**src/rtl/rr_arbiter16_pkg.sv**
```systemverilog
// Shared definitions for the 16-way round-robin arbiter: widths and FSM encoding.
package rr_arbiter16_pkg;

    localparam int unsigned N_REQ = 16;
    localparam int unsigned ID_W  = 4;
    localparam int unsigned CNT_W = 8;

    // 2'd3 is unused; the arbiter treats it as illegal and falls back to IDLE.
    typedef enum logic [1:0] {
        IDLE  = 2'd0,
        GRANT = 2'd1,
        GAP   = 2'd2
    } state_t;

endpackage

```
**src/rtl/rr_arbiter16_decoder.sv**
```systemverilog
// 4-to-16 one-hot decoder with enable.
//   ip : binary index
//   en : output enable; op is all zero when low
//   op : one-hot decode of ip
module decoder
    import rr_arbiter16_pkg::*;
(
    input  logic [ID_W-1:0]  ip,
    input  logic             en,
    output logic [N_REQ-1:0] op
);

    // Single set bit at position ip when enabled.
    always_comb begin
        op = '0;
        if (en) begin
            op[ip] = 1'b1;
        end
    end

endmodule

```
**src/rtl/rr_arbiter16.sv**
```systemverilog
// Round-robin arbiter for one resource shared by 16 requesters.
// A registered owner index drives the decoder, so the one-hot grant always
// matches gnt_id. Grants are held until the owner releases (done or request
// drop) or the optional MAX_HOLD limit expires, followed by a one-cycle gap.
//   clk, rst_n : clock, asynchronous active-low reset
//   req        : request vector, bit i is requester i
//   done       : release strobe from the current owner
//   gnt        : one-hot grant (decoded from gnt_id/gnt_valid)
//   gnt_id     : owner index, valid while gnt_valid is high
//   gnt_valid  : a grant is active
//   timeout    : one-cycle pulse when the hold limit alone revoked a grant
module rr_arbiter16
    import rr_arbiter16_pkg::*;
#(
    parameter int unsigned MAX_HOLD = 0
) (
    input  logic             clk,
    input  logic             rst_n,
    input  logic [N_REQ-1:0] req,
    input  logic             done,
    output logic [N_REQ-1:0] gnt,
    output logic [ID_W-1:0]  gnt_id,
    output logic             gnt_valid,
    output logic             timeout
);

    state_t             state, state_nxt;
    logic [ID_W-1:0]    ptr, ptr_nxt;
    logic [ID_W-1:0]    gnt_id_nxt;
    logic               gnt_valid_nxt;
    logic [CNT_W-1:0]   hold_cnt, hold_cnt_nxt;
    logic               timeout_nxt;
    logic               limit_hit;
    logic               owner_rel;

    // First set request searching from p upward, wrapping modulo 16.
    function automatic logic [ID_W-1:0] rr_pick(input logic [N_REQ-1:0] r,
                                                input logic [ID_W-1:0]  p);
        logic [ID_W-1:0] idx;
        logic            found;
        rr_pick = '0;
        found   = 1'b0;
        for (int i = 0; i < N_REQ; i++) begin
            idx = p + ID_W'(i);
            if (!found && r[idx]) begin
                rr_pick = idx;
                found   = 1'b1;
            end
        end
    endfunction

    assign limit_hit = (MAX_HOLD != 0) && (hold_cnt == CNT_W'(MAX_HOLD));
    assign owner_rel = done || !req[gnt_id];

    // State and datapath registers.
    always_ff @(posedge clk or negedge rst_n) begin
        if (!rst_n) begin
            state     <= IDLE;
            ptr       <= '0;
            gnt_id    <= '0;
            gnt_valid <= 1'b0;
            hold_cnt  <= '0;
            timeout   <= 1'b0;
        end else begin
            state     <= state_nxt;
            ptr       <= ptr_nxt;
            gnt_id    <= gnt_id_nxt;
            gnt_valid <= gnt_valid_nxt;
            hold_cnt  <= hold_cnt_nxt;
            timeout   <= timeout_nxt;
        end
    end

    // Next-state and next-register logic.
    always_comb begin
        state_nxt     = state;
        ptr_nxt       = ptr;
        gnt_id_nxt    = gnt_id;
        gnt_valid_nxt = gnt_valid;
        hold_cnt_nxt  = hold_cnt;
        timeout_nxt   = 1'b0;

        case (state)
            IDLE: begin
                if (|req) begin
                    gnt_id_nxt    = rr_pick(req, ptr);
                    gnt_valid_nxt = 1'b1;
                    hold_cnt_nxt  = CNT_W'(1);
                    state_nxt     = GRANT;
                end
            end
            GRANT: begin
                if (owner_rel || limit_hit) begin
                    gnt_valid_nxt = 1'b0;
                    ptr_nxt       = gnt_id + ID_W'(1);
                    state_nxt     = GAP;
                    // A coincident owner release makes this a normal release.
                    timeout_nxt   = limit_hit && !owner_rel;
                end else if (hold_cnt != '1) begin
                    hold_cnt_nxt = hold_cnt + CNT_W'(1);
                end
            end
            GAP: begin
                state_nxt = IDLE;
            end
            default: begin
                state_nxt     = IDLE;
                gnt_valid_nxt = 1'b0;
            end
        endcase
    end

    // The grant lines come only from the decoded owner index.
    decoder u_decoder (
        .ip (gnt_id),
        .en (gnt_valid),
        .op (gnt)
    );

endmodule

```
**config.mk**
```make
export PLATFORM = sky130hd
export DESIGN_NAME = rr_arbiter16
export DESIGN_NICKNAME = d
export VERILOG_FILES = /design/src/rtl/rr_arbiter16_pkg.sv /design/src/rtl/rr_arbiter16_decoder.sv /design/src/rtl/rr_arbiter16.sv
export SDC_FILE = /design/constraint.sdc
export NUM_CORES = 1
export LEC_CHECK = 0
export CORE_MARGIN = 2
export CORE_UTILIZATION = 50
export CTS_CLUSTER_SIZE = 16
export DETAILED_ROUTE_END_ITERATION = 16
export GPL_TIMING_DRIVEN = 0
export HOLD_SLACK_MARGIN = 0.06
export PLACE_DENSITY = 0.72
export SLEW_MARGIN = 20
export SYNTH_ARGS = -nofsm -noshare
export SYNTH_HDL_FRONTEND = slang
export SYNTH_SLANG_ARGS = --single-unit
```
**constraint.sdc**
```tcl
create_clock -name clk -period 6.2 [get_ports clk]
set_input_delay 1.24 -clock clk [delete_from_list [all_inputs] [get_ports clk]]
set_output_delay 1.24 -clock clk [all_outputs]
set_load 0.005 [all_outputs]
```
Yosys cells after proc, flatten, opt, wreduce, memory -nomap -nowiden
Cells that the tools add are included.

storage, ports and cells
  register bits = 11
  bits of input ports = 19
  output and inout bits = 22
  logic and storage cells = 186

operators by class
  add/sub/neg operators = 16
  $lt $le $gt $ge = 18
  equal/unequal tests = 4
  muxes and demuxes = 104
  bitwise gates (word level) = 1
  reductions and logical operators = 39

operators with widths
  kind                   count
  $lt A4 B5 Y1 const B   17
  $bmux W1 S4            17
  $mux W1                65
  $mux W4                16
  $add A4 B4 Y4 const B  8
  $add A4 B3 Y4 const B  4
  $logic_and A1 B1 Y1    16
  $logic_not A1 Y1       16
  $mux W16               1
  $reduce_or A16 Y1      1
  $add A4 B1 Y4 const B  2
  $add A4 B2 Y4 const B  2
  $reduce_and A2 Y1      3
  $demux W1 S4           1
  $ge A4 B1 Y1 const B   1
  $mux W2                2
  $ne A2 B2 Y1 const B   2
  $pmux W2 S2            1
  $pmux W1 S3            1
  $reduce_and A3 Y1      1
  $eq A2 B1 Y1 const B   1
  $eq A2 B2 Y1 const B   1
  $logic_not A2 Y1       1
  $logic_or A1 B1 Y1     1
  $not A1 Y1             1

Depth between registers and ports, before layout
Gate-level depths: netlist of run 1.

  word-level depth = 78
  mapped depth = 18
  gate-level depth less buffers = 11

Modules after synthesis
A second synthesis of run 1 with hierarchy kept.

unflattened totals
  cells, all modules = 338
  area, all modules = 2986.6 um2

modules (own cells, without submodules)
  module        instances  cells each  area an instance (um2)  seq. area each (um2)
  rr_arbiter16  1          315         2869.0                  275.3
  decoder       1          23          117.6                   0.0

Worst setup path before layout of run 1
No wires, ideal clock.

  kind = register to register
  from = reg ptr[1]
  to = reg gnt_id[0]
  setup time = 82 ps
  arrival time = 4129 ps
  data required time = 6118 ps
  slack = 1989 ps
  stages on the path, launching flop included = 15
  path buffers = 4
  clock period less this slack = 4211 ps
  path through = dfrtp_1 buf_2 clkbuf_1 inv_1 ha_1 buf_6 buf_12 mux2_1 mux4_2 mux2i_4 nand3_4 or3_4 or4_4 and4_4 a31oi_1

on the way
  word-level cells in the longest chain between the ends = 78
  elaborated cells between the ends (all ways) = 138
  those cells by class = 15 x add/sub; 93 x mux; 30 x reduce/logical

ends and longest elaborated chain
  item                                                                    line                text
  start: declaration                                                      rr_arbiter16.sv:28  logic [ID_W-1:0] ptr, ptr_nxt;
  start signal: assignment                                                rr_arbiter16.sv:66  ptr <= ptr_nxt;
  parallel branches: the longest is 77 deep, another holds $add A4 B1 Y4  -
  $mux W4 *                                                               rr_arbiter16.sv:45  if (!found && r[idx]) begin
  end signal: assignment                                                  rr_arbiter16.sv:67  gnt_id <= gnt_id_nxt;
  end: declaration                                                        rr_arbiter16.sv:22  output logic [ID_W-1:0] gnt_id,

Every way passes the cells marked *. The select of a mux whose other input is x is not followed.
A chain may end at the register's enable or synchronous reset.

Worst setup path in the final report of run 1
Same ends and word-level chain as after synthesis.

==> results of run 1 <==
state kept, by name, summed over array words and instances (netlist names):
name	flops
state	2
gnt_valid	1
gnt_id	4
ptr	4
critical path, delay by kind of cell, from the launching register on:
family          cells  cell delay (ps)
fa+ha+maj           1              420
simple gates        5             1320
compound gates      1              160
xor+xnor            1              630
flops               1              460
buf+inv             3             1270
mux                 2              970
how the worst min path moves through the flow:
stage,endpoint,start,cells past startpoint,slack [ps]
after floorplan,gnt_valid$_DFFE_PN0P_,gnt_valid$_DFFE_PN0P_,2,530
after global placement,gnt_valid$_DFFE_PN0P_,gnt_valid$_DFFE_PN0P_,2,530
after detailed placement,gnt_valid$_DFFE_PN0P_,gnt_valid$_DFFE_PN0P_,2,550
after CTS,gnt_valid$_DFFE_PN0P_,gnt_valid$_DFFE_PN0P_,2,560
after global routing,gnt_valid$_DFFE_PN0P_,gnt_valid$_DFFE_PN0P_,2,600
final,gnt_valid$_DFFE_PN0P_,gnt_valid$_DFFE_PN0P_,2,550
logic make-up after synthesis:
logic type      share of synthesized area
simple gates                       0.2134
flops                             0.07657
other cells                      0.001043
compound gates                     0.1458
mux                                0.4246
fa+ha+maj                         0.03829
buf+inv                           0.06683
xor+xnor                          0.03342
cell type report:
| type | count | share of cell area |
|---|---|---|
| inverters | 11 | 0.01022 |
| well taps | 96 | 0.02973 |
| flip-flops and latches | 11 | 0.06813 |
| plain buffers | 40 | 0.04924 |
| repair buffers | 28 | 0.06937 |
| clock buffers | 4 | 0.01115 |
| multi-input cells | 345 | 0.7622 |
cell usage in the layout, fill, tap and decap left out, types with 4 or more instances in the layout:
cell             instances
ha_1                    11
mux2_2                  18
nor4_1                   4
mux2_1                  11
buf_2                    8
nand2b_1                 5
inv_1                    8
o211ai_1                 7
clkbuf_1                21
nor2_1                  24
nor2b_1                  6
buf_4                    4
mux4_2                  32
mux2i_1                 42
nand2_1                 38
xnor2_1                  8
dfrtp_1                 11
a21oi_1                 14
a21o_1                   4
a22oi_1                  5
nand3_1                  9
o21ai_0                 19
buf_1                    6
a31oi_1                  4
and2_1                  18
nor3_1                   7
clkdlybuf4s50_1         28
layer usage:
metal / track usage / vias up / wire [um]
met1: 0.3877 / 1693 / 4529
met3: 0.04571 / 36 / 889
met5: 0 / - / 0
met4: 0.08815 / 0 / 339
li1: - / 1615 / -
met2: 0.4661 / 218 / 5093
metrics by stage:
stage	hold WS [ps]	cells	setup WS (ps)	util	instance area, um2
6_report	554.0	535	860.7	0.5882	4040
5_1_grt	600.1	535	595.3	0.5882	4040
2_1_floorplan	528.2	407	1989	-	3595
3_3_place_gp	530.6	531	1042	0.5816	3995
4_1_cts	563.7	535	1001	0.5882	4040
3_5_place_dp	553.1	531	1040	0.5816	3995
==> results by group, run 1 <==
Place
  • GPL Wtd Cong: 0.9933
  • DP Wirelength: 8602 um
  • Port Buffer Count: 28

Yosys
  • Yosys reg bits: 11
  • Post-synth top cells: 42 x mux2i_1, 38 x nand2_1, 32 x mux4_2
  • Distinct cells, synth: 73
  • Count leader, synth: mux2i_1
  • Mapped cell area: 3595 um2
  • FFs w/ async S/R, synth: 1.000
  • Seq/Total Area, Yosys: 0.07658
  • Cells after synthesis: 407
  • Yosys warnings: 0
  • Post-synth EDFFs: 0
  • Top_reg_cell synth: dfrtp_1
  • Share of the synthesized area in the top cell type: 0.2005
  • Synth top area cells: mux4_2 20%, mux2i_1 12%, dfrtp_1 7.7%, mux2_2 5.6%, nand2_1 4.0%
  • Syn nets: 437
  • Syn Area/Cell: 8.832 um2
  • Top cell type by total area after synthesis: mux4_2

Final layout
  • Nets: 470
  • Footprint of the multi-input gates: 3079 um2
  • Synth-to-layout area growth: 12.39%
  • Storage cell area: 275.3 um2
  • Share of cells above drive strength 1: 0.1913
  • ANT cells: 0
  • # fillers: 624

Timing
  • Fin Clk Skew: 3.919 ps
  • Post-layout minimum cycle time: 5339 ps
  • Worst slew pin tran: 867.6 ps
  • Max-slew violation count: 0
  • Setup violators final: 0
  • Hold Fails Final Rpt: 0
  • Max frequency: 187.3 MHz
  • Setup tns final: 0 ps
  • Max transition margin: 0.4050
  • RSZ-0062 raised after global routing: no
  • Final period utilization: 0.8612

Global route
  • First-pass GRT wire length: 17600 um
  • Global router's overall resource usage: 0.2851
  • Overflow after GRT: 0
  • Initial antenna violation count: 0
  • Largest net degree at the start of global routing: 13
  • Vias in the first global route: 3413

Worst setup path
  • Reg2reg start: ptr[1]$_DFFE_PN0P_
  • Crit-path max FO: 11
  • CP arrival: 5490 ps
  • CP Data Required Time: 6350 ps
  • Reg2Reg Depth: 13
  • Terminus of the critical flop-to-flop path: gnt_id[0]$_DFFE_PN0P_
  • Largest stage delay on the critical path: 670 ps
  • Crit-path cells: buf_2 > clkbuf_1 > inv_1 > ha_1 > xnor2_2 > mux4_2 > mux2i_4 > nand3_4 > or3_4 > nor2_1 > nand2_1 > and4_4 > a31oi_1
  • Worst Path Class, Setup: flip-flop to flip-flop
  • CP Capture Type: flip-flop
  • Crit start category: flip-flop
  • Crit. Startpoint: ptr[1]$_DFFE_PN0P_
  • Worst R2R Setup Slack: 860 ps
  • CP max stage cell: mux4_2
  • Setup crit end: gnt_id[0]$_DFFE_PN0P_

Floorplanning
  • Ports: 41
  • Core Footprint: 6869 um2
  • DIE WIDTH: 88.79 um
  • Rows: 30
  • Die Area: 7884 um2
  • Starting density of the core: 0.5233
  • Die height: 88.79 um

Clocking
  • CTS tree: built
  • Post-CTS Resized: 0
  • Sinks on Clock Net: 11
  • Total CTS buffers: 3
  • CTS Hold Bufs: 0
  • Post-CTS setup buffers: 0
  • Clock Latency Late Sink: 240 ps
  • Clock Tree Buf Depth: 2
  • CTS H-tree lvls: 1
  • Clock-pin slew on the worst setup and hold paths: 50 ps
  • Root Driver: clkbuf_8

Worst hold path
  • Worst hold path type: flip-flop to flip-flop

Routing
  • Remaining antenna violation count: 0
  • Iteration-0 DRC Markers: 288
  • Total detailed-routing wirelength: 10850 um
  • Drt via density: 6.658
  • Drt wl/cell: 20.28 um
  • Via Count: 3562
  • DR pass1 iterations: 7
  • DRC: 0

Run
  • Maximum capacitance violations: 0

Run status
  • Status: finished, final reports clean
Power of run 1 is left out: the tool's default activity adds up to more than one toggle a clock period on the data nets, which glitch-free logic cannot reach.
==> run 2, diff against run 1 <==
Settings changed: PLACE_DENSITY 0.72 to 0.75.
==> run 2 against run 1 <==
Sequential share of layout area about the same. Register-to-register slack about the same. Worst hold slack improved by 11 ps. Critical path depth increased by 4. Critical path type unchanged. Core utilization about the same. Clock skew increased by 2.2 ps. Non-clock buffer count unchanged. Critical endpoint is now gnt_id[1]$_DFFE_PN0P_. Wire length increased by 1.0%. Final cell count unchanged.
==> results by group, run 2 (synthesis results as in run 1) <==
Routing
  • Total detailed-routing wirelength: 10960 um (+1.0%)
  • DR pass1 iterations: 5 (-2)
  • Drt via density: 6.641 (-0.25%)
  • DRC: 0 (unchanged)
  • Via Count: 3553 (-0.25%)
  • Remaining antenna violation count: 0 (unchanged)
  • Iteration-0 DRC Markers: 401 (+39%)
  • Drt wl/cell: 20.49 um (+1.0%)

Clocking
  • Clock Latency Late Sink: 250 ps (about the same)
  • Total CTS buffers: 3 (unchanged)
  • Clock-pin slew on the worst setup and hold paths: 60 ps (about the same)
  • Post-CTS Resized: 0 (unchanged)
  • CTS tree: built
  • Root Driver: clkbuf_8
  • Post-CTS setup buffers: 0 (unchanged)
  • CTS Hold Bufs: 0 (unchanged)
  • CTS H-tree lvls: 1 (unchanged)
  • Sinks on Clock Net: 11 (unchanged)
  • Clock Tree Buf Depth: 2 (unchanged)

Timing
  • Max-slew violation count: 0 (unchanged)
  • Setup tns final: 0 ps (unchanged)
  • Hold Fails Final Rpt: 0 (unchanged)
  • Max frequency: 187.4 MHz (about the same)
  • Fin Clk Skew: 6.154 ps (+2.235 ps)
  • Worst slew pin tran: 829.7 ps (-37.94 ps)
  • Setup violators final: 0 (unchanged)
  • Max transition margin: 0.4311 (+0.02602)
  • Post-layout minimum cycle time: 5336 ps (-3.746 ps)
  • RSZ-0062 raised after global routing: no
  • Final period utilization: 0.8606 (about the same)

Worst hold path
  • Worst hold path type: flip-flop to flip-flop

Final layout
  • Largest registers: gnt_id x4, ptr x4, state x2
  • ANT cells: 0 (unchanged)
  • Most frequent cells in the layout: 42 x mux2i_1, 38 x nand2_1, 32 x mux4_2
  • # fillers: 610 (-2.2%)
  • Nets: 470 (unchanged)
  • Commonest non-fill, non-tap cell in the layout: mux2i_1
  • Share of cells above drive strength 1: 0.1936 (+0.002278)
  • Synth-to-layout area growth: 12.43% (about the same)

Place
  • GPL Wtd Cong: 0.9577 (-3.6%)
  • DP Wirelength: 8629 um (+0.31%)
  • Port Buffer Count: 28 (unchanged)

Run status
  • Status: finished, final reports clean

Global route
  • Vias in the first global route: 3383 (-0.88%)
  • First-pass GRT wire length: 18050 um (+2.6%)
  • Overflow after GRT: 0 (unchanged)
  • Largest net degree at the start of global routing: 13 (unchanged)
  • Initial antenna violation count: 0 (unchanged)
  • Global router's overall resource usage: 0.2952 (+0.01012)

Worst setup path
  • Worst Path Class, Setup: flip-flop to flip-flop
  • CP Capture Type: flip-flop
  • Crit start category: flip-flop
  • CP arrival: 5510 ps (+20 ps)
  • Crit-path max FO: 11 (unchanged)
  • CP Data Required Time: 6380 ps (+30 ps)

Floorplanning
  • Core Footprint: 6869 um2 (unchanged)
  • DIE WIDTH: 88.79 um (unchanged)
  • Ports: 41 (unchanged)
  • Die height: 88.79 um (unchanged)
  • Starting density of the core: 0.5233 (unchanged)
  • Rows: 30 (unchanged)
  • Die Area: 7884 um2 (unchanged)

Run
  • Maximum capacitance violations: 0 (unchanged)
==> run 2: cell type report <==
cell class	count	area, um2	share of cell area
Buffer	40	198.9	0.04923
Clock buffer	3	41.29	0.01022
Clock inverter	1	5.005	0.001238
Inverter	11	41.29	0.01022
Multi-Input combinational cell	345	3079	0.7619
Sequential cell	11	275.3	0.06811
Tap cell	96	120.1	0.02972
Timing Repair Buffer	28	280.3	0.06935
==> run 2: final timing paths <==
kind                                       startpoint                     to  slack [ps]  cells past startpoint
min in group asynchronous                       rst_n     ptr[3]$_DFFE_PN0P_        1330                      1
max in group asynchronous                       rst_n  gnt_id[0]$_DFFE_PN0P_        4530                      1
worst max register to register     ptr[1]$_DFFE_PN0P_  gnt_id[1]$_DFFE_PN0P_         860                     17
worst min-delay path            gnt_valid$_DFFE_PN0P_  gnt_valid$_DFFE_PN0P_         570                      2
worst max-delay path               ptr[1]$_DFFE_PN0P_  gnt_id[1]$_DFFE_PN0P_         860                     17
worst min register to register  gnt_valid$_DFFE_PN0P_  gnt_valid$_DFFE_PN0P_         570                      2
==> run 2: worst max-delay path, cell delays in order (launching register included) <==
cell       delay, ps
dfrtp_1          470
buf_2            330
clkbuf_1         500
inv_1            380
ha_1             410
buf_6            130
buf_12           130
buf_4            200
buf_2            300
mux2_1           370
mux2i_1          190
o2bb2ai_1        200
nor3b_2          330
nand4_2          290
or4_4            620
o211ai_1         130
a311oi_1         130
nor2_1           110
==> run 2: per-layer routing <==
layer	vias up	GRT usage	share of wire
met5	-	0	0
met4	0	0.08540	0.028
met1	1663	0.4021	0.41
met3	40	0.04291	0.086
li1	1619	-	-
met2	231	0.4878	0.48
==> run 2: per-stage QoR <==
stage / cells / instance area [um2] / util / hold WS (ps) / setup slack, ps
after detailed placement: 531 / 3995 / 0.5816 / 550.6 / 993.1
after CTS: 535 / 4041 / 0.5883 / 564.2 / 945.6
after global routing: 535 / 4041 / 0.5883 / 626.9 / 605.8
final: 535 / 4041 / 0.5883 / 565.2 / 864.5
after global placement: 531 / 3995 / 0.5816 / 527.5 / 1069
after floorplan: 407 / 3595 / - / 528.2 / 1989
Power of run 2 is left out for the same reason.
==> run 3, diff against run 2 <==
Settings changed: CTS_CLUSTER_DIAMETER from default to 30.
==> results of run 3 <==
Final layout, timing and power as in run 2 (identical DEF).
Power of run 3 is left out for the same reason.
